**src/rtl/alu_sequencer.sv**
```systemverilog
// ALU sequencer: accepts one encoded operation at a time, drives the ALU operands and
// one-hot select for as long as the op needs, then holds the captured result for the consumer.
module alu_sequencer #(
  parameter int DIV_CYCLES = 34
) (
  input  logic        clk,
  input  logic        clr,
  input  logic        req_valid,
  output logic        req_ready,
  input  logic [3:0]  req_op,
  input  logic [31:0] req_a,
  input  logic [31:0] req_b,
  output logic [31:0] alu_a,
  output logic [31:0] alu_b,
  output logic [11:0] alu_select,
  input  logic [31:0] alu_z,
  input  logic [31:0] alu_hi,
  input  logic [31:0] alu_lo,
  input  logic        alu_divide_by_zero,
  output logic        resp_valid,
  input  logic        resp_ready,
  output logic [31:0] resp_z,
  output logic [31:0] resp_hi,
  output logic [31:0] resp_lo,
  output logic        resp_dbz,
  output logic        resp_illegal
);

  typedef enum logic [1:0] {IDLE, EXEC, WAIT_DIV, RESP} state_t;

  localparam int              CW       = (DIV_CYCLES > 2) ? $clog2(DIV_CYCLES) : 1;
  localparam logic [CW-1:0]   CNT_INIT = CW'(DIV_CYCLES - 2);
  localparam logic [3:0]      OP_DIV   = 4'd9;
  localparam logic [3:0]      OP_LAST  = 4'd11;
  localparam logic [11:0]     SEL_DIV  = 12'h200;

  state_t        state_q, state_d;
  logic [3:0]    op_q, op_d;
  logic [31:0]   a_q, a_d, b_q, b_d;
  logic [CW-1:0] cnt_q, cnt_d;
  logic          sticky_q, sticky_d;
  logic [31:0]   z_q, z_d, hi_q, hi_d, lo_q, lo_d;
  logic          dbz_q, dbz_d, ill_q, ill_d;
  logic [11:0]   sel;

  always_ff @(posedge clk or negedge clr) begin
    if (!clr) begin
      state_q  <= IDLE;
      op_q     <= '0;
      a_q      <= '0;
      b_q      <= '0;
      cnt_q    <= '0;
      sticky_q <= 1'b0;
      z_q      <= '0;
      hi_q     <= '0;
      lo_q     <= '0;
      dbz_q    <= 1'b0;
      ill_q    <= 1'b0;
    end else begin
      state_q  <= state_d;
      op_q     <= op_d;
      a_q      <= a_d;
      b_q      <= b_d;
      cnt_q    <= cnt_d;
      sticky_q <= sticky_d;
      z_q      <= z_d;
      hi_q     <= hi_d;
      lo_q     <= lo_d;
      dbz_q    <= dbz_d;
      ill_q    <= ill_d;
    end
  end

  // Results are captured from the ALU's combinational outputs in the last cycle the
  // select is still asserted; the ALU zeroes hi/lo as soon as the select drops.
  always_comb begin
    state_d  = state_q;
    op_d     = op_q;
    a_d      = a_q;
    b_d      = b_q;
    cnt_d    = cnt_q;
    sticky_d = sticky_q;
    z_d      = z_q;
    hi_d     = hi_q;
    lo_d     = lo_q;
    dbz_d    = dbz_q;
    ill_d    = ill_q;
    sel      = '0;
    unique case (state_q)
      IDLE: begin
        if (req_valid) begin
          a_d  = req_a;
          b_d  = req_b;
          op_d = req_op;
          if (req_op > OP_LAST) begin
            z_d     = '0;
            hi_d    = '0;
            lo_d    = '0;
            dbz_d   = 1'b0;
            ill_d   = 1'b1;
            state_d = RESP;
          end else begin
            state_d = EXEC;
          end
        end
      end
      EXEC: begin
        sel = 12'd1 << op_q;
        if (op_q == OP_DIV) begin
          cnt_d    = CNT_INIT;
          sticky_d = alu_divide_by_zero;
          state_d  = WAIT_DIV;
        end else begin
          z_d     = alu_z;
          hi_d    = alu_hi;
          lo_d    = alu_lo;
          dbz_d   = 1'b0;
          ill_d   = 1'b0;
          state_d = RESP;
        end
      end
      WAIT_DIV: begin
        sel      = SEL_DIV;
        sticky_d = sticky_q | alu_divide_by_zero;
        if (cnt_q == '0) begin
          z_d     = '0;
          hi_d    = alu_hi;
          lo_d    = alu_lo;
          dbz_d   = sticky_q | alu_divide_by_zero;
          ill_d   = 1'b0;
          state_d = RESP;
        end else begin
          cnt_d = cnt_q - CW'(1);
        end
      end
      RESP: begin
        if (resp_ready) state_d = IDLE;
      end
      default: state_d = IDLE;
    endcase
  end

  // Select decodes straight from registered state so an async clear drops it at once.
  assign alu_select   = sel;
  assign alu_a        = a_q;
  assign alu_b        = b_q;
  assign req_ready    = (state_q == IDLE);
  assign resp_valid   = (state_q == RESP);
  assign resp_z       = z_q;
  assign resp_hi      = hi_q;
  assign resp_lo      = lo_q;
  assign resp_dbz     = dbz_q;
  assign resp_illegal = ill_q;

endmodule

```
**config.mk**
```make
export PLATFORM = sky130hd
export DESIGN_NAME = alu_sequencer
export DESIGN_NICKNAME = d
export VERILOG_FILES = /design/src/rtl/alu_sequencer.sv
export SDC_FILE = /design/constraint.sdc
export NUM_CORES = 1
export LEC_CHECK = 0
export CAP_MARGIN = 0
export CORE_MARGIN = 2
export CORE_UTILIZATION = 40
export CTS_CLUSTER_DIAMETER = 50
export DETAILED_ROUTE_END_ITERATION = 6
export PLACE_DENSITY = 0.79
export SLEW_MARGIN = 20
export SYNTH_ARGS = -nofsm -noshare
export SYNTH_HDL_FRONTEND = slang
export SYNTH_SLANG_ARGS = --single-unit
```
**constraint.sdc**
```tcl
create_clock -name clk -period 3.8 [get_ports clk]
set_input_delay 0.76 -clock clk [delete_from_list [all_inputs] [get_ports clk]]
set_output_delay 0.76 -clock clk [all_outputs]
set_load 0.01 [all_outputs]
```
==> impl_metrics.csv <==
group,metric,value,unit
timing,skew,0.0107,ns
die,die_height,139,um
timing,grt_setup_unrepaired,"false",
layout,syn_to_final_growth,59.2,%
placed_design,place.gp.congestion,0.835,
clock_tree,cts.reportedPaths.clkPinSlew,0.07,ns
setup_path,critical_path.max_fanout,10,
clock_tree,cts_inserted_buffers,17,
synth,netlist.area_leader.share,60.0,%
min_path,worst_min_delay_path_class,"in -> async",
timing,finalSetupViolations,0,
grt,groute.usage.overall,21.6,%
die,ioPinCount,345,
placed_design,dp.final_hpwl,15.1,mm
placed_design,port-buffer-count,344,
layout,diodes,0,
pwr,powerDensity,887,mW/mm^2
timing,slew_viol_final,0,
timing,finalWorstSetupSlack,0.490,ns
die,initial_core_utilization,40.8,%
setup_path,crit_path_start_kind,"flip-flop",
synth,synth_fp_nets,770,
grt,vias_in_the_first_global_route,6095,
die,core.rowCount,49,
clock_tree,cts_tree,"done",
timing,worst_margin_pin_slew,0.717,ns
die,design.die.area,0.0193,mm^2
setup_path,r2r-end,"resp_z[13]$_DFFE_PN0P_",
placed_design,placement.cell_area,0.0110,mm^2
setup_path,end_kind,"primary output",
setup_path,ff2ff_path_depth,7,
synth,yosysTopAreaCell,"dfrtp_1",
synth,synth_area,0.00730,mm^2
pwr,irDropWorstVdd,0.545,mV
run,cap_violations,0,
drt,dr.pass1.iters,4,
drt,route.detailed.wl_per_inst,17.5,um
clock_tree,htree_levels,4,
grt,largest_net_degree_at_the_start_of_global_routing,79,
timing,post-route-min-period,3.31,ns
setup_path,crit_type,"reg -> out",
layout,finish.net_count,1111,
clock_tree,buffers_inserted_by_post_cts_timing_repair,0,
pwr,finalPower,10.3,mW
timing,totalNegativeSetupSlack,0,ns
drt,remaining_drc_errors,0,
pwr,total_leakage_power,5.23,nW
synth,netlist_instances,593,
die,chipWidth,139,um
synth,synth.avg_cell_area,12.3,um^2
setup_path,worstPathRequired,3.04,ns
synth,yosys_warnings,0,
clock_tree,clock_tree.buffer_depth,2,
setup_path,r2r_setup_slack,1.55,ns
grt,global_route_wire_length_before_repair,32.9,mm
drt,num_vias,5665,
clock_tree,ctsHoldBuffers,0,
timing,max_slew_margin,52.2,%
synth,asyncSetResetFlopFracSynth,100,%
clock_tree,cts.root.buffer_cell,"clkbuf_16",
synth,netlist-cell-type-count,37,
run_status,run_status,"completed",
grt,grt_antenna_before_repair,0,
clock_tree,cts_sinks,175,
drt,drt-initial-drc-count,204,
layout,share_of_layout_cells_above_drive_strength_1,12.6,%
grt,grt_remaining_overflow,0,
synth,synth_sequential_area_ratio,60.0,%
synth,ys_top_cells_by_area,"dfrtp_1 60%, mux2_2 11%, mux2i_1 8.9%, a22o_1 3.8%, inv_1 3.8%",
layout,fin_area,0.0116,mm^2
setup_path,reg2reg_from,"cnt_q[0]$_DFFE_PN0P_",
die,coreArea,0.0179,mm^2
timing,layout_worst_path_cycle_share,87.1,%
clock_tree,clk_latency,0.42,ns
synth,synth_edf_count,0,
setup_path,critical_path_arrival,2.55,ns
drt,drt_antenna_net_count,0,
timing,fmaxAchievable,302,MHz
drt,via_per_inst,4.82,
placed_design,preCtsSetupSlack,0.940,ns
clock_tree,post_cts.resized_instances,0,
drt,wl,20.6,mm
synth,synth.ff_latch_count,175,
synth,synth_top_flop_cell,"dfrtp_1",
timing,hold_violations,0,
-- sequential cells by signal, summed over array words and instances (netlist names) --
signal	cells
resp_z	32
alu_b	32
op_q	4
state_q	2
resp_dbz	1
sticky_q	1
resp_lo	32
alu_a	32
resp_hi	32
cnt_q	6
resp_illegal	1
-- metal layers --
metal | GRT usage, % | part of all wire [%] | up-vias
li1 | - | - | 2668
met2 | 35.6 | 48 | 234
met3 | 8.22 | 8.4 | 28
met5 | 0 | 0 | -
met4 | 6.70 | 2.1 | 0
met1 | 26.3 | 41 | 2735
-- final cells by class --
cell class / count / area, um^2
fillers: 1422 / 6290
flip-flops and latches: 175 / 4380
repair buffers: 355 / 3560
multi-input cells: 310 / 2490
clock buffers: 18 / 429
well taps: 229 / 287
inverters: 75 / 282
clock inverters: 14 / 183
-- Yosys cell counts (2+ instances only) --
library cell    n
dfrtp_1       175
inv_1          74
mux2_2         71
nand2_1        71
mux2i_1        65
a22o_1         32
clkbuf_1       15
nor2_1          9
ha_1            8
o21ai_0         8
buf_2           7
nor3_1          7
a21oi_1         6
buf_1           6
nand3_1         6
buf_6           3
nand2b_1        3
nor4_1          3
a22oi_1         2
buf_4           2
nand3b_1        2
o22ai_1         2
o31ai_1         2
-- critical path, cell delays in order (launching register included) --
cell and delay, ns:
dfrtp_1 0.44, inv_1 0.13, ha_1 0.35, nand2b_1 0.20, nor4_1 0.40, clkdlybuf4s50_1 0.62
-- layout by cell type, fill, tap and decap left out, types with 3 or more instances in the layout --
cell type | netlist | routed
clkbuf_16 | 0 | 17
mux2i_1 | 65 | 65
nand2b_1 | 3 | 3
clkinv_2 | 0 | 3
a22o_1 | 32 | 32
inv_1 | 74 | 74
buf_12 | 0 | 3
buf_4 | 2 | 8
mux2_2 | 71 | 71
clkinv_4 | 0 | 3
bufinv_16 | 0 | 3
nor4_1 | 3 | 3
inv_6 | 0 | 4
clkdlybuf4s50_1 | 0 | 343
nor3_1 | 7 | 7
dfrtp_1 | 175 | 175
nor2_1 | 9 | 9
a21oi_1 | 6 | 6
o21ai_0 | 8 | 8
nand2_1 | 71 | 70
nand3_1 | 6 | 5
ha_1 | 8 | 7
-- how the worst max path moves through the flow --
stage | start | endpoint | slack (ns)
after floorplan | state_q[0]$_DFFE_PN0P_ | alu_select[4] | 1.38
after global placement | state_q[1]$_DFFE_PN0P_ | alu_select[4] | 0.96
after detailed placement | state_q[1]$_DFFE_PN0P_ | alu_select[9] | 0.94
after CTS | state_q[1]$_DFFE_PN0P_ | alu_select[9] | 0.48
after global routing | state_q[1]$_DFFE_PN0P_ | alu_select[4] | 0.35
final | state_q[1]$_DFFE_PN0P_ | alu_select[4] | 0.49
-- per-stage QoR --
stage / hold WS (ns) / std cells / utilization (%)
floorplan: 0.464 / 593 / -
global placement: 0.483 / 1144 / 61.5
global route: 0.402 / 1176 / 64.9
CTS: 0.394 / 1176 / 64.9
finish: 0.370 / 1176 / 64.9
detailed placement: 0.481 / 1144 / 61.5
-- logic make-up (layout without fill, tap and decap cells) --
family | Yosys count | count (layout) | synth area share (%)
buffers and inverters | 108 | 462 | 6.09
and+or+nand+nor | 109 | 109 | 6.67
AOI/OAI and AO/OA | 57 | 57 | 5.97
DFF | 175 | 175 | 60.0
muxes | 136 | 136 | 19.9
adders and majority gates | 8 | 8 | 1.37
-- report_power, final --
group | total, mW | internal [mW] | switching [mW]
combinational | 5.22 | 2.82 | 2.39
sequential | 3.27 | 2.75 | 0.522
clock | 1.81 | 1.05 | 0.765
total | 10.3 | 6.62 | 3.68
(Power assumes the default switching activity.)
